`config.mk`:
```
export PLATFORM = sky130hd
export DESIGN_NAME = bbcd_seq
export DESIGN_NICKNAME = d
export VERILOG_FILES = /design/src/rtl/bbcd_seq.sv
export SDC_FILE = /design/constraint.sdc
export NUM_CORES = 1
export LEC_CHECK = 0
export BUFFER_PORTS_ARGS = -buffer_cell sky130_fd_sc_hd__buf_2
export CAP_MARGIN = 0
export CORE_ASPECT_RATIO = 1.2
export CORE_MARGIN = 4
export CORE_UTILIZATION = 25
export CTS_CLUSTER_DIAMETER = 40
export DETAILED_ROUTE_END_ITERATION = 10
export MAX_ROUTING_LAYER = met4
export PLACE_DENSITY = 0.53
export SYNTH_ARGS = -nofsm -noshare
export SYNTH_HDL_FRONTEND = slang
export SYNTH_SLANG_ARGS = --single-unit
export TNS_END_PERCENT = 20
```
`constraint.sdc`:
```
create_clock -name CLK -period 2.9 [get_ports CLK]
set_clock_uncertainty 0.05 [all_clocks]
set_input_delay 0.145 -clock CLK [delete_from_list [all_inputs] [get_ports CLK]]
set_output_delay 0.145 -clock CLK [all_outputs]
set_load 0.02 [all_outputs]
```
`src/rtl/bbcd_seq.sv`:
```
// Binary-to-BCD conversion sequencer using shift-and-add-3 (double dabble).
// Captures BIN on an accepted START. Alternates adjust and shift phases N times,
// then latches the packed BCD digits and pulses DONE for one cycle.
module bbcd_seq #(
    parameter int unsigned N = 16,
    parameter int unsigned D = 5
) (
    input  logic           CLK,
    input  logic           RST_N,
    input  logic           START,
    input  logic           CLR,
    input  logic [N-1:0]   BIN,
    output logic           BUSY,
    output logic           DONE,
    output logic [4*D-1:0] BCD
);

    localparam int unsigned W  = 4 * D + N;
    localparam int unsigned CW = $clog2(N + 1);

    localparam logic [1:0] ST_IDLE  = 2'd0;
    localparam logic [1:0] ST_ADJ   = 2'd1;
    localparam logic [1:0] ST_SHIFT = 2'd2;
    localparam logic [1:0] ST_DONE  = 2'd3;

    // D digits must be able to hold the largest N-bit value.
    function automatic bit digits_ok();
        longint unsigned p10;
        p10 = 64'd1;
        for (int i = 0; i < int'(D); i++) begin
            p10 = p10 * 64'd10;
        end
        return p10 > (64'd1 << N);
    endfunction

    localparam bit DigitsOk = digits_ok();

    if (!DigitsOk) begin : g_bad_digits
        $error("bbcd_seq: D digits cannot represent all N-bit values");
    end

    logic [1:0]     state_q, state_d;
    logic [W-1:0]   sr_q, sr_d;      // {digits, remaining binary bits}
    logic [CW-1:0]  cnt_q, cnt_d;
    logic [4*D-1:0] bcd_q, bcd_d;

    // Next-state and datapath update; CLR overrides everything except BCD hold.
    always_comb begin
        state_d = state_q;
        sr_d    = sr_q;
        cnt_d   = cnt_q;
        bcd_d   = bcd_q;
        case (state_q)
            ST_IDLE: begin
                if (START) begin
                    sr_d    = {{(4 * D){1'b0}}, BIN};
                    cnt_d   = CW'(N);
                    state_d = ST_ADJ;
                end
            end
            ST_ADJ: begin
                for (int i = 0; i < int'(D); i++) begin
                    if (sr_q[N + 4 * i +: 4] >= 4'd5) begin
                        sr_d[N + 4 * i +: 4] = sr_q[N + 4 * i +: 4] + 4'd3;
                    end
                end
                state_d = ST_SHIFT;
            end
            ST_SHIFT: begin
                sr_d  = {sr_q[W-2:0], 1'b0};
                cnt_d = cnt_q - CW'(1);
                if (cnt_q == CW'(1)) begin
                    bcd_d   = sr_q[W-2:N-1];
                    state_d = ST_DONE;
                end else begin
                    state_d = ST_ADJ;
                end
            end
            default: begin
                state_d = ST_IDLE;
            end
        endcase
        if (CLR) begin
            state_d = ST_IDLE;
            cnt_d   = '0;
            bcd_d   = bcd_q;
        end
    end

    // State registers with asynchronous clear.
    always_ff @(posedge CLK or negedge RST_N) begin
        if (!RST_N) begin
            state_q <= ST_IDLE;
            sr_q    <= '0;
            cnt_q   <= '0;
            bcd_q   <= '0;
        end else begin
            state_q <= state_d;
            sr_q    <= sr_d;
            cnt_q   <= cnt_d;
            bcd_q   <= bcd_d;
        end
    end

    // Status outputs are pure decodes of the registered state.
    always_comb begin
        BUSY = (state_q == ST_ADJ) || (state_q == ST_SHIFT);
        DONE = (state_q == ST_DONE);
        BCD  = bcd_q;
    end

endmodule
```
==> results.md, run 1 <==
* Vias per cell at 4.70
* Die height at 135 um
* Kind of critical path: flip-flop to flip-flop
* FP Rows at 46
* GRT Resource Usage Total at 11.1%
* Root Driver: clkbuf_16
* Synth Instances at 325
* Placement Cell Area at 3750 um2
* Post-synthesis async set-or-reset flop share at 100%
* Setup TNS at 0 ns
* Leakage at 1.83 nW
* H-tree levels at 3
* CP startpoint: state_q[0]
* RePlAce Congestion at 0.762
* Layout cell share with drive strength beyond 1 at 24.7%
* Largest net degree at the start of global routing at 64
* Synth Area in Compound Gates at 18.2%
* Ys flop type: dfrtp_1
* Nets@finish at 404
* Final instance area at 4040 um2
* Adder-Cell Fraction of Synth Area at 5.95%
* Port Buffers at 41
* Reg2reg setup slack at 0.61 ns
* DP Worst Slack at 0.608 ns
* HP Class: primary input to flip-flop
* Boundary pin count at 42
* CP arrival at 2.45 ns
* Synth Area in XOR/XNOR at 0%
* Number of nets still failing antenna checks after routing at 0
* Dominant cells by area after synthesis: dfrtp_1 (47%), mux2_2 (7.0%), mux2i_1 (6.2%)
* Clock sink count at 63
* Post-CTS Resized at 0
* Library cells used by synthesis at 41
* RSZ-0062 raised after global routing: false
* Setup ws final at 0.613 ns
* Main combinational cell family by area after synthesis: compound AO/OA/AOI/OAI gates
* Synth warnings at 0
* Worst-path maximum fanout at 20
* P&R area growth vs syn at 20.0%
* Crit path capture: sr_q[20]
* Status: completed
* Worst endpoint required time at 3.07 ns
* Clock Pin Slew Worst Setup and Hold Paths at 0.06 ns
* Crit path launch type: flip-flop
* Pin slew with the least headroom to its limit at 0.823 ns
* Seq/Total Area, Yosys at 46.9%
* Final setup fails at 0
* Yosys top cell by area: dfrtp_1
* Worst hold slack at 0.0289 ns
* Power Density at 604 nW/um2
* Avg Inst Size Synth at 10.4 um2
* Routed wire length at 7.62 mm
* Post-Synth Simple-Gate Area at 9.59%
* Die area at 15400 um2
* Fin. Hold Viols at 0
* Slew margin rel. at 45.1%
* EDFF count, synth at 0
* Postcts setup bufs at 0
* Slew Viols, Final at 0
* Most frequent cell after synthesis: dfrtp_1
* Mapped cell area at 3360 um2
* Fillcell total at 1379
* Max-cap violations at 0
* DR pass1 iterations at 4
* Final HPWL DP at 5.19 mm
* Cells on worst reg2reg path at 6
* R2r endpoint: sr_q[20]
* Post-synth net total at 361
* Gr ovfl total at 0
* Initial antenna violation count at 0
* Final min period at 2.29 ns
* Worst Setup End Kind: flip-flop
* Most instantiated cells after synthesis: dfrtp_1 (63), o21ai_0 (35), nand2_1 (34)
* Starting density of the core at 25.5%
* First-pass GRT wire length at 13.0 mm
* Top-area cell type share of the netlist area at 46.9%
* RR Startpoint: state_q[0]
* CTS Buffer Depth at 2
* Post-synthesis mux area share at 13.6%
* Routed len/inst at 14.1 um
* CTS tree: built
* Core area at 13200 um2
* CTS Buf Count at 9
* Inserted Diodes at 0
* DRC at 0
* Vias in the first global route at 2611
* Latest clock arrival within the worst-skew pair at 0.33 ns
* Peak supply drop at 0.000260 V
* #FFs+latches synth at 63
* Period utilization at 78.9%
* F_max at 0.437 GHz
* Initial DRC Count at 133
* Die width at 114 um
* Via count at 2544
how the worst min path moves through the flow:
stage,from,end,slack [ns],cells after the start
after detailed placement,RST_N,BCD[7],0.34,2
after floorplan,RST_N,BCD[0],-0.20,0
after global placement,RST_N,BCD[6],0.33,2
final,BIN[0],sr_q[0],0.03,3
after CTS,BIN[0],sr_q[0],0.02,3
after global routing,BIN[0],sr_q[0],0.04,3
worst max-delay path, cell delays in order, from the launching register on:
cell and delay, ns:
dfrtp_1 0.41, inv_1 0.14, ha_1 0.28, nor2b_1 0.49, or2_4 0.38, a31oi_4 0.07, mux2_1 0.35
repair_timing:
| item | CTS | global route |
|---|---|---|
| hold buffers | 1 | 0 |
| hold endpoints to repair | 53 | 0 |
| endpoints found under the setup margin | 0 | 0 |
power breakdown:
group,switching [mW],internal (mW),total [mW],leakage (nW)
Clock,0.386,0.622,1.01,0.136
Combinational,0.248,0.163,0.411,0.849
Sequential,0.0593,0.960,1.02,0.848
layer usage:
layer / track usage (%) / wire (um)
met4: 4.82 / 163
met3: 4.03 / 372
met2: 17.8 / 3760
met1: 12.5 / 3320
met5: - / 0
cells in the final DEF, fill, tap and decap left out, types with 2 or more instances in the layout:
master / instances
a21oi_1: 14
a22o_1: 3
a22oi_1: 5
a2bb2oi_1: 2
a311oi_1: 2
a31oi_1: 3
a31oi_4: 2
and2_1: 2
buf_2: 41
buf_4: 8
clkbuf_1: 2
clkbuf_16: 9
clkbuf_8: 2
clkinv_2: 2
dfrtp_1: 63
ha_1: 16
inv_1: 24
mux2_2: 21
mux2i_1: 20
nand2_1: 34
nand2b_1: 5
nor2_1: 11
nor3_1: 5
nor3b_1: 2
o211ai_1: 3
o21a_1: 2
o21ai_0: 35
o2bb2ai_1: 3
o31ai_1: 8
o32ai_1: 2
o41ai_1: 4
or3_1: 2
or4_1: 3
state kept, by name (all words and copies together) (netlist names):
| register | flops |
|---|---|
| BCD | 20 |
| cnt_q | 5 |
| sr_q | 36 |
| state_q | 2 |
logic make-up (layout without fill, tap and decap cells):
group,Yosys count,in the layout
AOI/OAI and AO/OA,91,91
and+or+nand+nor,69,69
DFF,63,63
muxes,43,43
buffers and inverters,43,91
adders and majority gates,16,16
final cells by class:
type / count / area (um2) / area share [%]
Sequential cell: 63 / 1580 / 39.0
Multi-Input combinational cell: 219 / 1610 / 39.7
Inverter: 25 / 93.8 / 2.32
Timing Repair Buffer: 50 / 275 / 6.82
Clock inverter: 3 / 17.5 / 0.434
Tap cell: 168 / 210 / 5.20
Clock buffer: 13 / 260 / 6.44
through the flow:
stage	power, mW	utilization (%)	instances
2_1_floorplan	1.32	-	325
3_3_place_gp	1.43	28.5	524
3_5_place_dp	1.45	28.5	524
4_1_cts	2.49	30.6	541
5_1_grt	2.60	30.6	541
6_report	2.44	30.6	541
No activity file was read; power rests on OpenSTA's default activity.
==> run 2, diff against run 1 <==
Settings changed: ABC_AREA set to 1, PLACE_DENSITY 0.53 to 0.54.
Clock period 2.9 ns to 1.8 ns, I/O delays scaled along.
==> run 2 against run 1 <==
Flip-flop and latch count did not move. Die area did not move. Fmax rose by 34%. Final area up 6.7%. Setup slack worse by 0.52 ns. Clock power up 56%. Combinational power grew to 5.5 times the previous value. Sequential share of layout area down 2.4 points. Non-clock buffer count increased by 28. Critical endpoint is now BCD[6].
==> results.md, run 2 <==
* Max reg flops at 36
* Clock sink count at 63
* Via count at 2945
* Cells on worst reg2reg path at 9
* Post-synthesis async set-or-reset flop share at 100%
* Boundary pin count at 42
* Hold path depth at 4
* Leakage at 2.17 nW
* Top-area cell type share of the netlist area at 46.9%
* Most instantiated cells after synthesis: nand2_1 (146), dfrtp_1 (63), inv_1 (53)
* Final min period at 1.71 ns
* FP Rows at 46
* CP startpoint: state_q[0]
* Min-Delay Startpoint: CLR
* Sw frac at 37.8%
* Dominant cells by area after synthesis: dfrtp_1 (47%), nand2_1 (16%), ha_1 (6.0%)
* Final instance area at 4310 um2
* Ys flop type: dfrtp_1
* Largest net degree at the start of global routing at 41
* HP Class: primary input to flip-flop
* Library cells used by synthesis at 20
* Crit path launch type: flip-flop
* Mapped cell area at 3360 um2
* Initial DRC Count at 111
* Die height at 135 um
* DR pass1 iterations at 4
* Slew margin rel. at 65.9%
* Clock Pin Slew Worst Setup and Hold Paths at 0.05 ns
* Root Driver: clkbuf_16
* Most frequent cell after synthesis: nand2_1
* CTS Buffer Depth at 2
* Period utilization at 94.9%
* Status: completed
* Gr ovfl total at 0
* RR Startpoint: state_q[0]
* RePlAce Congestion at 0.840
* Inserted Diodes at 0
* Synth warnings at 0
* Layout cell share with drive strength beyond 1 at 20.4%
* Reg2reg setup slack at 0.09 ns
* P_int at 3.58 mW
* Routed len/inst at 12.6 um
* Met3 GRT Util at 2.78%
* Post-synth net total at 452
* H-tree levels at 3
* Vias in the first global route at 2926
* First-pass GRT wire length at 13.8 mm
* Yosys top cell by area: dfrtp_1
* CTS tree: built
* CP arrival at 1.88 ns
* Worst-path maximum fanout at 40
* Commonest non-fill, non-tap cell in the layout: nand2_1
* Final HPWL DP at 5.67 mm
* GRT Resource Usage Total at 11.7%
* Initial antenna violation count at 0
* Share of power burned in registers at 33.5%
* DRC at 0
* Leading cell types in the layout, fill and taps excluded: nand2_1 (146), dfrtp_1 (63), inv_1 (53), buf_2 (41), o22ai_1 (18)
* Combinational share of power at 39.1%
* F_max at 0.585 GHz
* #FFs+latches synth at 63
* Worst endpoint required time at 1.97 ns
* CTS Buf Count at 9
* Power Density at 1340 nW/um2
* Max-cap violations at 0
* Avg Inst Size Synth at 8.09 um2
* DP Worst Slack at -0.114 ns
* Worst Setup End Kind: flip-flop
* P&R area growth vs syn at 28.1%
* GRT met1 Usage at 14.7%
* Nets@finish at 524
* Fin. Hold Viols at 0
* Kind of critical path: flip-flop to flip-flop
* Switch Pwr at 2.18 mW
* Synth Instances at 416
* Core area at 13200 um2
* Placement Cell Area at 3820 um2
* Global routing usage on met2 at 17.3%
* Vias per cell at 4.47
* Die width at 114 um
* Latest clock arrival within the worst-skew pair at 0.34 ns
* Setup TNS at 0 ns
* EDFF count, synth at 0
* Peak supply drop at 0.000400 V
* Reg with most FFs: sr_q
* Die area at 15400 um2
* Busiest layer in global routing: met2
* Clock Power Share at 27.4%
* Seq/Total Area, Yosys at 46.9%
* Port Buffers at 41
* Number of nets still failing antenna checks after routing at 0
* Routed wire length at 8.31 mm
* Hold endpoint: cnt_q[1]
* Slew Viols, Final at 0
* Fillcell total at 1349
* Final setup fails at 0
* Setup ws final at 0.0914 ns
* Starting density of the core at 25.5%
* Pin slew with the least headroom to its limit at 0.512 ns
* R2r endpoint: BCD[6]
run 2: cell types whose count changed after synthesis, sizes merged, moves of 7 or more:
cell	previous run	this run
clkbuf	9	1
nand3	0	17
inv	25	53
o21ai	35	46
buf	9	17
o22ai	0	18
nand2	34	146
o211ai	3	15
o31ai	8	0
nor2	11	18
a21oi	14	2
mux2	22	0
mux2i	21	0
run 2: kinds of logic after synthesis:
logic type	share of synthesized area (%)
xor+xnor	0.521
buf+inv	9.11
compound gates	15.5
simple gates	22.1
flops	46.9
fa+ha+maj	5.95
run 2: worst max-delay path, cell delays in order, from the launching register on:
cell	delay, ns
dfrtp_1	0.37
inv_1	0.12
ha_2	0.22
buf_4	0.15
nand2_1	0.07
nor2_2	0.10
nand3_1	0.13
buf_12	0.21
nand2_1	0.10
o21ai_2	0.05
run 2: cell type report:
cell class / instances / area, um2 / area share, %
Clock buffer: 13 / 260 / 6.04
Sequential cell: 63 / 1580 / 36.6
Inverter: 54 / 203 / 4.70
Tap cell: 168 / 210 / 4.88
Clock inverter: 1 / 5.00 / 0.116
Multi-Input combinational cell: 282 / 1500 / 34.8
Timing Repair Buffer: 78 / 554 / 12.9
run 2: routing by layer:
metal / up-vias / routed length (um)
li1: 1480 / -
met1: 1378 / 3870
met2: 67 / 3720
met3: 20 / 469
met4: 0 / 250
met5: - / 0
run 2: timing repair:
item / CTS / global route
gates resized for setup: 0 / 5
hold buffers: 17 / 0
pin swaps: 1 / 1
buffers inserted: 0 / 2
gates cloned: 1 / 0
setup endpoints to repair: 6 / 38
hold endpoints to repair: 79 / 0
run 2: power groups by stage:
stage	Clock, mW	Sequential (mW)	Combinational [mW]
floorplan	0	1.90	1.54
global placement	0	1.94	2.03
detailed placement	0	1.95	2.09
CTS	1.62	1.93	2.16
global route	1.68	1.97	2.56
finish	1.58	1.93	2.25
run 2: metrics by stage:
stage	power (mW)	hold slack, ns	utilization (%)	cells
final	5.76	0.0991	32.7	659
after global routing	6.21	0.123	32.7	659
after CTS	5.71	0.0808	32.4	657
after detailed placement	4.04	0.0815	29.0	625
after global placement	3.97	0.0842	29.0	625
after floorplan	3.43	-0.256	-	416
run 2: worst max-delay path by stage:
stage,end,slack [ns],cells after the start
floorplan,BCD[10],0.35,8
global placement,cnt_q[2],-0.04,8
detailed placement,cnt_q[2],-0.11,8
CTS,sr_q[10],0.07,7
global route,BCD[6],-0.02,9
finish,BCD[6],0.09,9
==> run 3, diff against run 2 <==
Settings changed: REMOVE_ABC_BUFFERS set to 1.
==> run 3 against run 2 <==
Final area up 0.12%. Die area unchanged. Sequential power about the same. Critical path depth down 1. Setup slack worse by 0.014 ns. Combinational power down 6%. Largest cell class unchanged. Global-route usage down 0.76 points. Clock-buffer cell count down 2. Power up 2.6%. Fmax down 0.80%.
==> results.md, run 3 (same netlist as run 2, synthesis figures left out) <==
* Die height at 135 um
* Crit path launch type: flip-flop
* Vias per cell at 4.39
* Kind of critical path: flip-flop to flip-flop
* Starting density of the core at 25.5%
* CTS Buffer Depth at 2
* P&R area growth vs syn at 28.2%
* Routed len/inst at 11.8 um
* Final instance area at 4310 um2
* F_max at 0.581 GHz
* Register area at 1580 um2
* HP Class: primary input to flip-flop
* Die width at 114 um
* Via count at 2852
* Core area at 13200 um2
* Period utilization at 95.7%
* Fillcell total at 1357
* Pin slew with the least headroom to its limit at 0.428 ns
* Peak supply drop at 0.000413 V
* RSZ-0062 raised after global routing: true
* Placed cell count at 616
* Final std cells w/o fill at 650
* Final HPWL DP at 5.27 mm
* Leakage at 2.15 nW
* Reg with most FFs: sr_q
* Commonest non-fill, non-tap cell in the layout: nand2_1
* FP Rows at 46
* CTS Buf Count at 9
* Worst hold slack at 0.0521 ns
* Die area at 15400 um2
* Status: completed
* Latest clock arrival within the worst-skew pair at 0.34 ns
* Power Density at 1370 nW/um2
* Final setup fails at 0
* RePlAce Congestion at 0.796
* First-pass GRT wire length at 13.0 mm
* GRT Resource Usage Total at 11.0%
* Area of the multi-input gates at 1500 um2
* Initial DRC Count at 153
* DR pass1 iterations at 4
* Nets@finish at 514
* Vias in the first global route at 2720
* Root Driver: clkbuf_16
* Largest net degree at the start of global routing at 64
* Placement Cell Area at 3800 um2
* Clock Pin Slew Worst Setup and Hold Paths at 0.05 ns
* Gr ovfl total at 0
* Slew Viols, Final at 0
* Number of nets still failing antenna checks after routing at 0
* Final min period at 1.72 ns
* Fin. Hold Viols at 0
* H-tree levels at 3
* Layout cell share with drive strength beyond 1 at 18.9%
* Clock sink count at 63
* Inserted Diodes at 0
* Leading cell types in the layout, fill and taps excluded: nand2_1 (146), dfrtp_1 (63), inv_1 (53), buf_2 (41), o22ai_1 (18)
* CTS tree: built
* Max reg flops at 36
* Max-cap violations at 0
* DRC at 0
* Port Buffers at 41
* Worst Setup End Kind: flip-flop
* Worst endpoint required time at 1.98 ns
* Initial antenna violation count at 0
* CP arrival at 1.90 ns
* Worst-path maximum fanout at 7
* Boundary pin count at 42
* Slew margin rel. at 71.4%
* Routed wire length at 7.69 mm
[run 3: cell types whose count changed in the layout (fill, tap and decap cells not counted), moves of 2 or more]
cell | previous run | this run
buf_12 | 2 | 4
nor2_1 | 8 | 10
nor2_4 | 4 | 6
bufinv_16 | 0 | 2
buf_4 | 17 | 7
nor2_2 | 7 | 2
[run 3: area by class of cell]
class | count | area share, %
repair buffers | 69 | 11.8
multi-input cells | 281 | 34.9
clock inverters | 4 | 1.62
clock buffers | 11 | 5.63
inverters | 54 | 4.70
well taps | 168 | 4.87
flip-flops and latches | 63 | 36.5
[run 3: where the power goes]
part           leakage, nW  internal, mW  switching [mW]
clock network        0.155          1.24           0.631
registers            0.845          1.74           0.178
logic                 1.15         0.779            1.35
total                 2.15          3.76            2.15
[run 3: final timing paths]
kind	start	slack, ns	depth (start not counted)	to
min in group asynchronous	RST_N	0.24	3	sr_q[25]
setup reg to reg	state_q[1]	0.08	8	sr_q[35]
hold reg to reg	sr_q[17]	0.43	2	sr_q[17]
hold / removal	CLR	0.05	4	state_q[1]
setup / recovery	state_q[1]	0.08	8	sr_q[35]
max in group asynchronous	RST_N	1.16	3	BCD[4]
[run 3: per-layer routing]
layer	vias up	part of all wire, %	global-route usage [%]
li1	1462	-	-
met1	1336	46	13.2
met2	42	48	17.5
met3	12	4.1	2.73
met4	0	2.0	4.75
met5	-	0	-
[run 3: critical path, cell delays in order (launching register included)]
cell and delay [ns]:
dfrtp_1 0.40, inv_1 0.13, ha_1 0.33, buf_4 0.20, nand2_1 0.09, o21ai_2 0.20, nor2_2 0.08, nand2_1 0.09
nand2_1 0.05
[run 3: what timing repair did]
action	in CTS	in global routing
hold endpoints to repair	79	0
resized for setup	0	4
hold buffers	17	0
setup buffers	0	2
endpoints found under the setup margin	0	54
[run 3: per-stage QoR]
stage	TNS (ns)	setup WS, ns	total power, mW	utilization [%]
2_1_floorplan	-38.04	-1.11	3.35	-
3_3_place_gp	0	0.0951	3.95	28.8
3_5_place_dp	0	0.0563	3.98	28.8
4_1_cts	0	0.0448	5.92	32.5
5_1_grt	-0.230	-0.0405	6.36	32.7
6_report	0	0.0776	5.91	32.7
